## src/rtl/mem_port_arbiter.sv

```systemverilog
// Two-port memory arbiter: serves instruction port a and data port b from a
// single physical memory port, round-robin on contention, with an optional
// watchdog that forces completion if the physical side never responds.
module mem_port_arbiter #(
  parameter int WIDTH   = 16,
  parameter int TIMEOUT = 0
) (
  input  logic             clk,
  input  logic             rst_n,
  input  logic             mem_read_a,
  input  logic             mem_write_a,
  input  logic [1:0]       mem_wmask_a,
  input  logic [WIDTH-1:0] mem_address_a,
  input  logic [WIDTH-1:0] mem_wdata_a,
  output logic             mem_resp_a,
  output logic [WIDTH-1:0] mem_rdata_a,
  input  logic             mem_read_b,
  input  logic             mem_write_b,
  input  logic [1:0]       mem_wmask_b,
  input  logic [WIDTH-1:0] mem_address_b,
  input  logic [WIDTH-1:0] mem_wdata_b,
  output logic             mem_resp_b,
  output logic [WIDTH-1:0] mem_rdata_b,
  output logic             pmem_read,
  output logic             pmem_write,
  output logic [1:0]       pmem_wmask,
  output logic [WIDTH-1:0] pmem_address,
  output logic [WIDTH-1:0] pmem_wdata,
  input  logic             pmem_resp,
  input  logic [WIDTH-1:0] pmem_rdata,
  output logic             err
);

  localparam int CNT_W = (TIMEOUT > 1) ? $clog2(TIMEOUT) : 1;
  localparam logic [CNT_W-1:0] TO_LAST = CNT_W'((TIMEOUT > 0) ? TIMEOUT - 1 : 0);

  typedef enum logic [2:0] {
    IDLE    = 3'd0,
    SERVE_A = 3'd1,
    SERVE_B = 3'd2,
    RESP_A  = 3'd3,
    RESP_B  = 3'd4
  } state_t;

  state_t state_q, state_d;
  logic   last_b_q, last_b_d;   // 1 = port b was granted most recently
  logic   grant_a, grant_b;
  logic   req_a, req_b;
  logic   serving, timeout_hit, done;
  logic [CNT_W-1:0] cnt_q;
  logic             err_q;
  logic [WIDTH-1:0] rdata_a_q, rdata_b_q;

  // Request captured at grant time; held stable for the whole transaction.
  logic             wr_p1;
  logic [WIDTH-1:0] addr_p1;
  logic [WIDTH-1:0] wdata_p1;
  logic [1:0]       wmask_p1;

  assign req_a       = mem_read_a | mem_write_a;
  assign req_b       = mem_read_b | mem_write_b;
  assign serving     = (state_q == SERVE_A) || (state_q == SERVE_B);
  assign timeout_hit = (TIMEOUT > 0) && serving && !pmem_resp && (cnt_q == TO_LAST);
  assign done        = serving && (pmem_resp || timeout_hit);

  // Next-state logic: round-robin grant in IDLE, completion in SERVE, single RESP cycle.
  always_comb begin
    state_d  = state_q;
    last_b_d = last_b_q;
    grant_a  = 1'b0;
    grant_b  = 1'b0;
    case (state_q)
      IDLE: begin
        if (req_a && req_b) begin
          grant_a = last_b_q;
          grant_b = !last_b_q;
        end else begin
          grant_a = req_a;
          grant_b = req_b;
        end
        if (grant_a) begin
          state_d  = SERVE_A;
          last_b_d = 1'b0;
        end else if (grant_b) begin
          state_d  = SERVE_B;
          last_b_d = 1'b1;
        end
      end
      SERVE_A: if (done) state_d = RESP_A;
      SERVE_B: if (done) state_d = RESP_B;
      RESP_A:  state_d = IDLE;
      RESP_B:  state_d = IDLE;
      default: state_d = IDLE;
    endcase
  end

  // Control state, watchdog, sticky error and per-port read data.
  always_ff @(posedge clk or negedge rst_n) begin
    if (!rst_n) begin
      state_q   <= IDLE;
      last_b_q  <= 1'b0;
      cnt_q     <= '0;
      err_q     <= 1'b0;
      rdata_a_q <= '0;
      rdata_b_q <= '0;
    end else begin
      state_q  <= state_d;
      last_b_q <= last_b_d;
      if (grant_a || grant_b)
        cnt_q <= '0;
      else if (serving && !pmem_resp)
        cnt_q <= cnt_q + 1'b1;
      if (timeout_hit)
        err_q <= 1'b1;
      if (state_q == SERVE_A) begin
        if (pmem_resp && !wr_p1) rdata_a_q <= pmem_rdata;
        else if (timeout_hit)    rdata_a_q <= '0;
      end
      if (state_q == SERVE_B) begin
        if (pmem_resp && !wr_p1) rdata_b_q <= pmem_rdata;
        else if (timeout_hit)    rdata_b_q <= '0;
      end
    end
  end

  // Stage p1: latch the granted port's request; a write wins if read and write are both high.
  always_ff @(posedge clk) begin
    if (grant_a) begin
      wr_p1    <= mem_write_a;
      addr_p1  <= mem_address_a;
      wdata_p1 <= mem_wdata_a;
      wmask_p1 <= mem_wmask_a;
    end else if (grant_b) begin
      wr_p1    <= mem_write_b;
      addr_p1  <= mem_address_b;
      wdata_p1 <= mem_wdata_b;
      wmask_p1 <= mem_wmask_b;
    end
  end

  // Physical side is driven only while serving, so reset drops it immediately.
  assign pmem_read    = serving & ~wr_p1;
  assign pmem_write   = serving &  wr_p1;
  assign pmem_address = serving ? addr_p1  : '0;
  assign pmem_wdata   = serving ? wdata_p1 : '0;
  assign pmem_wmask   = serving ? wmask_p1 : 2'b00;

  assign mem_resp_a  = (state_q == RESP_A);
  assign mem_resp_b  = (state_q == RESP_B);
  assign mem_rdata_a = rdata_a_q;
  assign mem_rdata_b = rdata_b_q;
  assign err         = err_q;

endmodule

```

## config.mk

```make
export PLATFORM = sky130hd
export DESIGN_NAME = mem_port_arbiter
export DESIGN_NICKNAME = d
export VERILOG_FILES = /design/src/rtl/mem_port_arbiter.sv
export SDC_FILE = /design/constraint.sdc
export NUM_CORES = 1
export LEC_CHECK = 0
export ABC_AREA = 1
export CORE_MARGIN = 2
export CORE_UTILIZATION = 30
export DETAILED_ROUTE_END_ITERATION = 6
export DONT_BUFFER_PORTS = 1
export MAX_ROUTING_LAYER = met4
export PLACE_DENSITY_LB_ADDON = 0.1
export SETUP_SLACK_MARGIN = 0.02
export SYNTH_ARGS = -nofsm -noshare
export SYNTH_HDL_FRONTEND = slang
export SYNTH_SLANG_ARGS = --single-unit
```

## constraint.sdc

```tcl
create_clock -name clk -period 4.9 [get_ports clk]
set_clock_uncertainty 0.15 [all_clocks]
set_input_delay 0.735 -clock clk [delete_from_list [all_inputs] [get_ports clk]]
set_output_delay 0.735 -clock clk [all_outputs]
set_load 0.05 [all_outputs]
```

### Word level (Yosys, flattened, before mapping)

Cells that the tools add are included.

| operators by class | value |
|---|---|
| eq/ne operators | 7 |
| mux-type cells | 24 |
| bitwise gates (word level) | 5 |
| reductions and logical operators | 13 |

Operators with widths:

| operator | count |
|---|---|
| $mux 16 | 6 |
| $mux 3 | 4 |
| $mux 1 | 10 |
| $pmux 3 s3 | 1 |
| $eq 3x2->1 const B | 2 |
| $mux 2 | 3 |
| $reduce_and 2->1 | 3 |
| $ne 2x2->1 const B | 2 |
| $reduce_bool 2->1 | 2 |
| $eq 3x1->1 const B | 1 |
| $eq 3x3->1 const B | 1 |
| $logic_and 1x1->1 | 3 |
| $logic_not 3->1 | 1 |
| $ne 3x3->1 const B | 1 |
| $reduce_and 3->1 | 1 |
| $and 1x1->1 | 2 |
| $logic_not 1->1 | 2 |
| $or 1x1->1 | 2 |
| $logic_or 1x1->1 | 1 |
| $not 1->1 | 1 |

| word-level totals | value |
|---|---|
| bits in registers | 71 |
| bits of input ports | 91 |
| output and inout bits | 71 |
| logic and storage cells | 57 |

### Logic depth before layout (Yosys ltp)

| logic depth | value |
|---|---|
| depth after elaboration | 7 |
| gate-level depth with buffers | 8 |
| mapped depth without buffers | 7 |

### Worst setup path after synthesis

Ideal clock, no wire load.

| path | value |
|---|---|
| path type | register to output |
| start point | reg state_q[2] |
| end point | out pmem_address[10] |
| data arrival time | 1.599 ns |
| data required time | 4.015 ns |
| setup slack | 2.416 ns |
| cell stages (with the launch flop) | 7 |
| buffers on the path | 1 |
| path through | dfrtp_1 > nor2_2 > nand2_1 > nand2_1 > inv_2 > buf_2 > nor2_1 |

| between the ends | value |
|---|---|
| longest elaborated chain between the ends | 3 |
| elaborated cells on any way between the ends | 4 |
| those cells by class | eq/ne: 2; mux: 1; reduce/logical: 1 |

Ends and longest elaborated chain:

| item | line | RTL |
|---|---|---|
| start, declared | 45 | `state_t state_q, state_d;` |
| start signal, assigned | 107 | `state_q <= state_d;` |
| $eq 3x1->1 or $eq 3x2->1 (tied branches) | 62 | `assign serving = (state_q == SERVE_A) \|\| (state_q == SERVE_B);` |
| $logic_or 1x1->1 (*) | 62 |  |
| $mux 16 (*) | 144 | `assign pmem_address = serving ? addr_p1 : '0;` |
| end, declared | 27 | `output logic [WIDTH-1:0] pmem_address,` |

Mark *: on every way between the ends. The rest lies on a longest branch, timed or not.

### Worst setup path after layout

| path | value |
|---|---|
| start point | reg state_q[2] |
| end point | out pmem_wdata[8] |

| between the ends | value |
|---|---|
| longest elaborated chain between the ends | 3 |
| elaborated cells on any way between the ends | 4 |
| those cells by class | eq/ne: 2; mux: 1; reduce/logical: 1 |

Ends and longest elaborated chain:

| item | line | RTL |
|---|---|---|
| $eq 3x1->1 or $eq 3x2->1 (tied branches) | 62 |  |
| $logic_or 1x1->1 (*) | 62 |  |
| $mux 16 (*) | 145 | `assign pmem_wdata = serving ? wdata_p1 : '0;` |
| end, declared | 28 | `output logic [WIDTH-1:0] pmem_wdata,` |

Marks and branches as above.

==> results.py <==
metrics = {
    "clock_network": {
        "cts_buffer_depth": 2,
        "htreeDepth": 3,
        "clkSinkCount": 71,
        "numCtsBuffers": 9,
        "clkLatencyLatePin_ns": 0.34,
        "cts_tree": "built",
        "clock-root-buffer": "clkbuf_8",
        "cts_setup_buffers": 0,
        "clk_pin_slew_worst_paths_ns": 0.08,
    },
    "detailed_routing": {
        "drt-met1-wl_um": 3180,
        "dr.first_iter.drc_count": 65,
        "wl_met2_um": 3370,
        "vias": 2265,
        "dr_wl_met3_um": 658,
        "topRoutingLayerUsed": "met4",
        "wl_per_cell_um": 14.0,
        "first_pass_iters": 4,
        "wl_um": 7270,
        "drc": 0,
        "via_per_inst": 4.35,
        "antenna_left": 0,
    },
    "grt": {
        "gr-usage-all-layers_pct": 12.9,
        "grt_max_degree": 38,
        "grt_pass1_vias": 2268,
        "grt_pass1_wl_um": 11000,
        "grt_overflow": 0,
        "antenna_found_initial": 0,
    },
    "final_layout": {
        "layout-drive-gt1-share_pct": 6.23,
        "layout_commonest_cell": "nand2_1",
        "antenna_cells": 0,
        "area_growth_pct": 9.00,
        "final_cells": 521,
        "nets": 471,
        "most-common-layout-cells": "151 x nand2_1, 59 x inv_1, 41 x nor2_1",
        "stdcell_area_mm2": 0.00353,
    },
    "placement": {
        "placedCellCount": 504,
        "dp_hpwl_um": 5100,
        "postPlaceCellArea_mm2": 0.00332,
        "dpl_worst_slack_ns": 2.16,
        "place.gp.congestion": 0.723,
        "port_buffers": 0,
    },
    "sta": {
        "fin_crit_sh_pct": 62.7,
        "setup_viol_count_final": 0,
        "rsz0062_at_grt": "false",
        "setup_ws_ns": 1.83,
        "max_freq_ghz": 0.325,
        "slew_headroom_pct": 30.8,
        "tns_ns": 0,
        "layout_min_cycle_time_ns": 3.07,
        "worst_pin_slew_ns": 1.04,
        "slew_viol_final": 0,
        "hold_viol_final": 0,
    },
    "synthesis": {
        "yosys-top-cells-area": "edfxtp_1 32%, dfrtp_1 28%, nand2_1 17%",
        "yosys_warnings": 0,
        "yosysSeqAreaShare_pct": 60.3,
        "synth_area_mm2": 0.00324,
        "synth_top_family_by_area": "simple AND/OR/NAND/NOR gates",
        "ys_types": 20,
        "netlist_instances": 383,
        "syn_avg_cell_area_um2": 8.46,
        "synthXorXnorAreaFrac_pct": 0,
        "synthMuxAreaShare_pct": 0,
        "synth_area_leader_cell": "edfxtp_1",
        "synth-simple-area-share_pct": 23.7,
        "syn-num-nets": 474,
        "synth-adder-area-share_pct": 0,
        "ys_ff_latch": 71,
        "synth_compound_area_share_pct": 5.41,
        "synth_top_area_share_pct": 32.4,
    },
    "floorplan": {
        "core_mm2": 0.0104,
        "start_util_pct": 31.1,
        "die_y_um": 108,
        "ios": 162,
        "dieArea_mm2": 0.0116,
        "rows": 37,
        "fp.dieW_um": 108,
    },
    "setup_path": {
        "reg2reg_depth": 6,
        "path_class": "reg -> out",
        "end_kind": "output port",
        "worstPathRequired_ns": 4.01,
        "worst_r2r_endpoint": "wdata_p1[6]",
        "worst-path-max-fanout": 36,
        "r2r_start": "state_q[2]",
        "reg2reg_slack_ns": 2.84,
        "crit_path_start_kind": "flop",
        "arrival_ns": 2.19,
    },
    "run_status": {
        "status": "complete, no violations",
    },
    "hold_path": {
        "hold_path.class": "in -> async",
    },
    "job": {
        "maxCapViolCount": 0,
    },
}
what timing repair did:
action / CTS / global route
resized for setup: 0 / 0
hold buffers: 1 / 0
setup endpoints to repair: 0 / 0
hold endpoints to repair: 36 / 0
cell usage after synthesis:
master / n
o21ai_1: 2
nor2_2: 1
buf_2: 6
inv_4: 1
o21ai_0: 31
buf_4: 4
dfrtp_1: 36
edfxtp_1: 35
nor2_1: 41
inv_2: 2
nor3_1: 1
clkbuf_1: 3
a21oi_1: 2
buf_6: 3
nand3_1: 2
inv_1: 59
nand2_2: 1
conb_1: 1
nand2_1: 151
nor2_8: 1
metrics by stage:
stage	util [%]	hold slack, ns
2_1_floorplan	-	0.289
3_3_place_gp	31.8	0.290
3_5_place_dp	31.8	0.290
4_1_cts	33.9	0.0589
5_1_grt	33.9	0.0562
6_report	33.9	0.0653
critical path, cell delays in order, from the launching register on:
cell     delay, ns
dfrtp_1       0.41
nor2_2        0.18
nand2_1       0.11
nand2_1       0.12
inv_2         0.24
nor2_1        0.78
worst max-delay path by stage:
stage / depth (start not counted) / slack (ns) / start / endpoint
final: 5 / 1.83 / state_q[2] / pmem_wdata[8]
after CTS: 5 / 1.77 / state_q[2] / pmem_wdata[5]
after floorplan: 6 / 2.42 / state_q[2] / pmem_address[10]
after global placement: 5 / 2.23 / state_q[1] / pmem_wdata[5]
after global routing: 5 / 1.68 / state_q[2] / pmem_wdata[5]
after detailed placement: 5 / 2.16 / state_q[1] / pmem_wdata[5]
routing by layer:
| layer | vias up | track usage, % |
|---|---|---|
| met5 | - | - |
| li1 | 1148 | - |
| met2 | 94 | 20.4 |
| met1 | 1016 | 15.0 |
| met4 | 0 | 4.40 |
| met3 | 7 | 5.15 |
cells by family after synthesis:
family,count (synthesis)
flip-flops,71
AO/OA/AOI/OAI,35
buffers and inverters,78
other,1
AND/OR/NAND/NOR,198
registers in the layout, indices dropped and copies added (netlist names):
name         flops
last_b_q         1
wmask_p1         2
mem_rdata_b     16
wdata_p1        16
addr_p1         16
state_q          3
wr_p1            1
mem_rdata_a     16
final cells by class:
cell class / instances / area, µm²
clock inverter: 4 / 27.5
timing repair buffer: 2 / 27.5
multi-input combinational: 234 / 952
fill: 1110 / 6890
sequential: 71 / 1950
tap: 136 / 170
inverter: 62 / 235
clock buffer: 12 / 166
Power is not shown: default switching activity piles up to over one toggle a cycle in this logic, so the estimate is an artifact.
